$ cat src/rtl/freq_meter_pkg.sv
`default_nettype none
// ============================================================================
// Module   : freq_meter_pkg
// Purpose  : Shared state encoding and default sizing for the frequency meter.
// Revision : 1.0
// ============================================================================
package freq_meter_pkg;

    typedef enum logic {
        ST_MEASURE = 1'b0,
        ST_LATCH   = 1'b1
    } state_e;

    localparam int unsigned GATE_CYCLES_DEF = 100000000;
    localparam int unsigned CNT_W_DEF       = 27;

endpackage
`default_nettype wire

$ cat src/rtl/sync_edge_det.sv
`default_nettype none
// ============================================================================
// Module   : sync_edge_det
// Purpose  : Two-flop synchroniser followed by a rising-edge detector.
// Revision : 1.0
// ============================================================================
module sync_edge_det (
    input  logic clk,
    input  logic rst,
    input  logic d_async,
    output logic rise
);

    logic sync1_q;
    logic sync2_q;
    logic prev_q;

    always_ff @(posedge clk or negedge rst) begin
        if (!rst) begin
            sync1_q <= 1'b0;
            sync2_q <= 1'b0;
            prev_q  <= 1'b0;
        end else begin
            sync1_q <= d_async;
            sync2_q <= sync1_q;
            prev_q  <= sync2_q;
        end
    end

    assign rise = sync2_q & ~prev_q;

endmodule
`default_nettype wire

$ cat src/rtl/freq_meter.sv
`default_nettype none
// ============================================================================
// Module   : freq_meter
// Purpose  : Counts rising edges of sig_in over a fixed gate window of clk.
//            Optional FREQ_METER_HOLD_EN adds a 'hold' input that freezes
//            the reported result.
// Revision : 1.0
// ============================================================================
module freq_meter
    import freq_meter_pkg::*;
#(
    parameter int unsigned GATE_CYCLES = GATE_CYCLES_DEF,
    parameter int unsigned CNT_W       = CNT_W_DEF
) (
    input  logic             clk,
    input  logic             rst,
    input  logic             sig_in,
`ifdef FREQ_METER_HOLD_EN
    input  logic             hold,
`endif
    output logic [CNT_W-1:0] freq_out,
    output logic             valid,
    output logic             ovf
);

    localparam int unsigned GATE_W = $clog2(GATE_CYCLES);
    localparam logic [GATE_W-1:0] GATE_LAST = GATE_W'(GATE_CYCLES - 1);
    localparam logic [CNT_W-1:0]  CNT_MAX   = {CNT_W{1'b1}};

    state_e            state_q;
    logic [GATE_W-1:0] gate_cnt_q;
    logic [CNT_W-1:0]  edge_cnt_q;
    logic [CNT_W-1:0]  edge_cnt_d;
    logic              sat_q;
    logic              sat_d;
    logic [CNT_W-1:0]  freq_out_q;
    logic              ovf_q;
    logic              valid_q;
    logic              sig_rise;
    logic              upd_en;

    sync_edge_det u_sync (
        .clk     (clk),
        .rst     (rst),
        .d_async (sig_in),
        .rise    (sig_rise)
    );

`ifdef FREQ_METER_HOLD_EN
    assign upd_en = ~hold;
`else
    assign upd_en = 1'b1;
`endif

    // Saturating increment; ovf flags edges that were actually lost past the max.
    always_comb begin
        edge_cnt_d = edge_cnt_q;
        sat_d      = sat_q;
        if (sig_rise) begin
            if (edge_cnt_q == CNT_MAX) begin
                sat_d = 1'b1;
            end else begin
                edge_cnt_d = edge_cnt_q + CNT_W'(1);
            end
        end
    end

    always_ff @(posedge clk or negedge rst) begin
        if (!rst) begin
            state_q    <= ST_MEASURE;
            gate_cnt_q <= '0;
            edge_cnt_q <= '0;
            sat_q      <= 1'b0;
            freq_out_q <= '0;
            ovf_q      <= 1'b0;
            valid_q    <= 1'b0;
        end else begin
            valid_q <= 1'b0;
            case (state_q)
                ST_MEASURE: begin
                    edge_cnt_q <= edge_cnt_d;
                    sat_q      <= sat_d;
                    if (gate_cnt_q == GATE_LAST) begin
                        gate_cnt_q <= '0;
                        state_q    <= ST_LATCH;
                    end else begin
                        gate_cnt_q <= gate_cnt_q + GATE_W'(1);
                    end
                end
                ST_LATCH: begin
                    if (upd_en) begin
                        freq_out_q <= edge_cnt_q;
                        ovf_q      <= sat_q;
                        valid_q    <= 1'b1;
                    end
                    // An edge seen during the latch cycle opens the next window.
                    edge_cnt_q <= CNT_W'(sig_rise);
                    sat_q      <= 1'b0;
                    gate_cnt_q <= '0;
                    state_q    <= ST_MEASURE;
                end
                default: begin
                    state_q <= ST_MEASURE;
                end
            endcase
        end
    end

    assign freq_out = freq_out_q;
    assign valid    = valid_q;
    assign ovf      = ovf_q;

endmodule
`default_nettype wire
$ cat config.mk
export PLATFORM = sky130hd
export DESIGN_NAME = freq_meter
export DESIGN_NICKNAME = d
export VERILOG_FILES = /design/src/rtl/freq_meter_pkg.sv /design/src/rtl/sync_edge_det.sv /design/src/rtl/freq_meter.sv
export SDC_FILE = /design/constraint.sdc
export NUM_CORES = 1
export LEC_CHECK = 0
export CAP_MARGIN = 10
export CORE_MARGIN = 5
export CORE_UTILIZATION = 40
export CTS_CLUSTER_DIAMETER = 200
export DETAILED_ROUTE_END_ITERATION = 10
export PLACE_DENSITY = 0.54
export SETUP_SLACK_MARGIN = 0.5
export SYNTH_ARGS = -nofsm -noshare
export SYNTH_HDL_FRONTEND = slang
export SYNTH_SLANG_ARGS = --single-unit
export TNS_END_PERCENT = 10
$ cat constraint.sdc
create_clock -name clk -period 4.21 [get_ports clk]
set_clock_uncertainty 0.05 [all_clocks]
set_input_delay 0.842 -clock clk [delete_from_list [all_inputs] [get_ports clk]]
set_output_delay 0.842 -clock clk [all_outputs]
set_load 0.01 [all_outputs]
* After elaboration in Yosys (flattened, before gate mapping)
Index checks and enable logic that the tools add are counted.
Operators by class: add/sub/neg operators 2, eq/ne operators 5, mux-type cells 11, bitwise operators 3, reduce and logical (&&, ||, !) cells 2
Operators by type and width (count):
- $pmux 27 s2 | 2
- $mux 27 | 3
- $add 27x1->27 const B | 2
- $eq 27x27->1 const B | 2
- $ne 2x2->1 const B | 3
- $mux 1 | 4
- $pmux 1 s2 | 2
- $reduce_and 2->1 | 2
- $not 1->1 | 2
- $and 1x1->1 | 1
Storage, ports and cells: flip-flop bits (word level) 88, bits of input ports 3, output and inout bits 29, logic and storage cells 33

* Depth between registers and ports, before layout
depth in word-level cells 4, mapped depth 7, depth with buffers taken out 6

* Modules after synthesis
Synthesis repeated with hierarchy kept, for this count alone.
Second synthesis, totals: cells, all modules 371, area total of the unflattened synthesis 4063.9 um^2
Modules (own cells, without submodules):
- freq_meter | times used 1, cells each 367, area each 3975.1 um^2, seq. area each 2127.0 um^2
- sync_edge_det | times used 1, cells each 4, area each 88.8 um^2, seq. area each 75.1 um^2

* Worst setup path after synthesis
Ideal clock, no wire load.
path type register -> register, from reg gate_cnt_q[0], to reg gate_cnt_q[26], library setup time 140 ps, arrival time 1676 ps, required time 4020 ps, slack 2344 ps, stages on the path, launching flop included 7, buffers on the path 0, clock period less this slack 1866 ps, cell sequence dfrtp_1 > ha_1 > nand3_1 > nor4_1 > nand4_1 > xor2_1 > nor2_1
Between the ends: word-level cells in the longest chain between the ends 3, elaborated cells on any way between the ends 4, those cells by class add/sub (1); eq/ne (1); mux (2)
Ends and longest elaborated chain:
- from (decl) | RTL line freq_meter.sv:31 | logic [GATE_W-1:0] gate_cnt_q;
- from (signal assigned) | RTL line freq_meter.sv:87 | gate_cnt_q <= gate_cnt_q + GATE_W'(1);
- $add 27x1->27 / $eq 27x27->1 (equally long branches) | RTL line freq_meter.sv:87, freq_meter.sv:83
- $mux 27 (*) | RTL line freq_meter.sv:83 | if (gate_cnt_q == GATE_LAST) begin
- $pmux 27 s2 (*) | RTL line freq_meter.sv:79 | case (state_q)
Mark *: on every way between the ends. The rest lies on a longest branch, timed or not. A chain may end at the register's enable or synchronous reset.

* Worst setup path in the final report
from reg edge_cnt_q[15], to reg edge_cnt_q[23]
Between the ends: word-level cells in the longest chain between the ends 4, elaborated cells on any way between the ends 7, those cells by class add/sub (1); eq/ne (2); mux (3); reduce/logical (1)
Ends and longest elaborated chain:
- from (decl) | RTL line freq_meter.sv:32 | logic [CNT_W-1:0] edge_cnt_q;
- from (signal assigned) | RTL line freq_meter.sv:81 | edge_cnt_q <= edge_cnt_d;
- from (signal assigned) | RTL line freq_meter.sv:97 | edge_cnt_q <= CNT_W'(sig_rise);
- $add 27x1->27 | RTL line freq_meter.sv:63 | edge_cnt_d = edge_cnt_q + CNT_W'(1);
- $mux 27 | RTL line freq_meter.sv:60 | if (edge_cnt_q == CNT_MAX) begin
- $mux 27 | RTL line freq_meter.sv:59 | if (sig_rise) begin
- $pmux 27 s2 | RTL line freq_meter.sv:79
Parallel ways exist; a longest one is shown, timed or not. The select of a mux whose other input is x is not followed.

==> impl_metrics.json <==
{
  "num_rows": 36,
  "syn_inst": 360,
  "rsz0062_at_grt": "no",
  "synth_top_area_cell": "dfrtp_1",
  "ff2ff_path_depth": 5,
  "drt_pass1_iterations": 4,
  "cts.sinks": 88,
  "leakagePower_nw": 2.08,
  "outcome": "finished clean",
  "port_buffers": 31,
  "path_buf_inv": 0,
  "syn_area_per_cell_um2": 11.2,
  "worstPathArrival_ps": 2560,
  "period_minus_slack_ps": 2360,
  "die_area_mm2": 0.0122,
  "die_h_um": 110,
  "nNetsFinal": 397,
  "cts.htree.levels": 3,
  "grt_first_pass_wirelength_um": 13500,
  "synth-edff-count": 0,
  "finalHoldViolations": 0,
  "cp_slowest_cell": "nor4_4",
  "worstMarginPinSlew_ps": 752,
  "max_cap_violations": 0,
  "wl_per_cell_um": 14.5,
  "postSynth.asyncResetShare_pct": 100,
  "path_cells": "nand4_2, nor4_4, a211o_1, nor2b_1, mux2_2",
  "fin_util_pct": 47.4,
  "ir_worst_vdd_mv": 0.171,
  "drcViolationCount": 0,
  "synth-main-ff-cell": "dfrtp_1",
  "postCtsHoldBufs": 0,
  "setup_viol": 0,
  "critPathTopFamily": "simple AND/OR/NAND/NOR gates",
  "cp-end-kind": "flop",
  "ctsLongestPathBuffers": 2,
  "ant_nets": 0,
  "tns_ps": 0,
  "slew_viol_final": 0,
  "vias": 2708,
  "holdPathStages": 0,
  "ys_types": 44,
  "ctsResizeCount": 0,
  "ios": 32,
  "drive_above_1_share_pct": 15.1,
  "clk_latency_ps": 360,
  "diodes": 0,
  "met2_usage_pct": 23.0,
  "fin_crit_sh_pct": 56.1,
  "place_area_mm2": 0.00446,
  "cts-root-buf": "clkbuf_8",
  "worst-path-max-fanout": 14,
  "top_usage_layer": "met2",
  "start_util_pct": 41.1,
  "synth_seq_area_share_pct": 54.8,
  "grt_remaining_overflow": 0,
  "synth_area_leaders": "dfrtp_1 (55%), mux2_2 (9.2%), xor2_1 (4.8%)",
  "drt-total-wl_um": 7700,
  "synth_top_area_share_pct": 54.8,
  "required_ps": 4410,
  "tritoncts": "yes",
  "ys_warn_count": 0,
  "max-slew-margin-rel_pct": 49.5,
  "syn_to_final_growth_pct": 15.3,
  "grt_pass1_vias": 2722,
  "path_class": "reg -> reg",
  "grt_max_degree": 63,
  "min_path_type": "reg -> reg",
  "cts_setup_buffers": 0,
  "cp-start-kind": "flop",
  "die_w_um": 110,
  "r2r_slack_ps": 1850,
  "slowest_delay_ps": 690,
  "clk_pin_slew_ps": 90,
  "antenna_found_initial": 0,
  "worst-path-stages": 5,
  "final_cell_area_mm2": 0.00464,
  "grtUsageMet1_pct": 18.5,
  "grtUsageMet3_pct": 3.20,
  "powerDensity_mw_per_mm2": 322,
  "syn_area_mm2": 0.00402,
  "core_mm2": 0.00977,
  "finalWeightedCongestion": 0.769,
  "drt_iter0_markers": 75,
  "ys_ff_latch": 88,
  "syn-num-nets": 365,
  "cts_inserted_buffers": 9,
  "fmax_mhz": 423,
  "dp_hpwl_um": 4980,
  "viasPerCell": 5.11,
  "grt_usage_pct": 14.1
}
## synth_stat cells (7+ instances only)
| cell type | n |
|---|---|
| a21oi_1 | 11 |
| and3_1 | 7 |
| clkbuf_1 | 8 |
| dfrtp_1 | 88 |
| mux2_2 | 33 |
| nand2_1 | 18 |
| nand3_1 | 19 |
| nand4_1 | 13 |
| nor2_1 | 50 |
| nor2b_1 | 7 |
| o21ai_0 | 7 |
| xnor2_1 | 13 |
| xor2_1 | 22 |
## layout make-up
| cell class | count | area (um^2) |
|---|---|---|
| Clock buffer | 12 | 145 |
| Sequential cell | 88 | 2200 |
| Inverter | 6 | 22.5 |
| Timing Repair Buffer | 35 | 338 |
| Tap cell | 133 | 166 |
| Clock inverter | 4 | 30.0 |
| Multi-Input combinational cell | 252 | 1730 |
| Fill cell | 919 | 5140 |
## metrics by stage
stage | setup WS, ps | cells | power (mW) | hold slack, ps
2_1_floorplan | 2340 | 360 | 0.942 | 281
3_3_place_gp | 1970 | 514 | 0.977 | 284
3_5_place_dp | 1910 | 514 | 0.978 | 288
4_1_cts | 1860 | 530 | 1.52 | 309
5_1_grt | 1660 | 530 | 1.57 | 326
6_report | 1850 | 530 | 1.49 | 306
## placed cells by master, fill, tap and decap left out, types with 2 or more instances in the layout
cell type and count:
xnor2_1 13, clkinvlp_4 4, nand3_1 19, and3_1 7, o31ai_1 2, or4_1 2
o31a_1 2, clkdlybuf4s50_1 30, clkbuf_8 10, nand2_1 18, a21oi_1 11, nor2_1 50
nand4_1 13, or3_1 6, inv_1 6, ha_1 2, o21ai_0 7, mux2_2 33
nor4_1 5, buf_4 5, a31oi_1 4, clkbuf_1 2, nor2b_1 7, nor3_1 2
and4_1 6, xor2_1 22, nor4b_1 3, dfrtp_1 87
## per-layer routing
layer	wire length, um	up-vias	share of wire [%]
li1	-	1337	-
met1	3660	1332	47
met2	3660	31	48
met3	281	8	3.6
met4	102	0	1.3
met5	0	-	0
## registers in the layout, summed over array words and instances, names as in the netlist
| signal | count |
|---|---|
| freq_out | 27 |
| sat_q | 1 |
| gate_cnt_q | 27 |
| u_sync.sync1_q | 1 |
| state_q | 1 |
| u_sync.prev_q | 1 |
| edge_cnt_q | 27 |
| u_sync.sync2_q | 1 |
| ovf | 1 |
| valid | 1 |
## worst reg2reg max path, delay by kind of cell, from the launching register on
kind / cells / cell delay [ps]
compound gates: 1 / 410
flops: 1 / 460
mux: 1 / 270
simple gates: 3 / 1060
## kinds of logic (layout without fill, tap and decap cells)
kind of cell,count (synthesis),in the layout,synth area share (%)
and+or+nand+nor,148,148,20.1
DFF,88,88,54.8
buffers and inverters,20,57,2.21
muxes,33,33,9.24
adders and majority gates,2,2,0.622
AOI/OAI and AO/OA,34,34,5.44
xor gates and xnor gates,35,35,7.62
## path summary, 6_finish.rpt
path,start,end
max,edge_cnt_q[15]$_DFFE_PN0P_,edge_cnt_q[23]$_DFFE_PN0P_
min reg2reg,u_sync.sync1_q$_DFF_PN0_,u_sync.sync2_q$_DFF_PN0_
min,u_sync.sync1_q$_DFF_PN0_,u_sync.sync2_q$_DFF_PN0_
max in group asynchronous,rst,gate_cnt_q[26]$_DFF_PN0_
min in group asynchronous,rst,freq_out[7]$_DFFE_PN0P_
max reg2reg,edge_cnt_q[15]$_DFFE_PN0P_,edge_cnt_q[23]$_DFFE_PN0P_
## power by group
group	leakage [nW]	switching [mW]	internal [mW]
Combinational	0.803	0.0337	0.0258
Clock	0.0748	0.302	0.231
Sequential	1.20	0.0357	0.866
No activity file was read; power rests on OpenSTA's default activity.
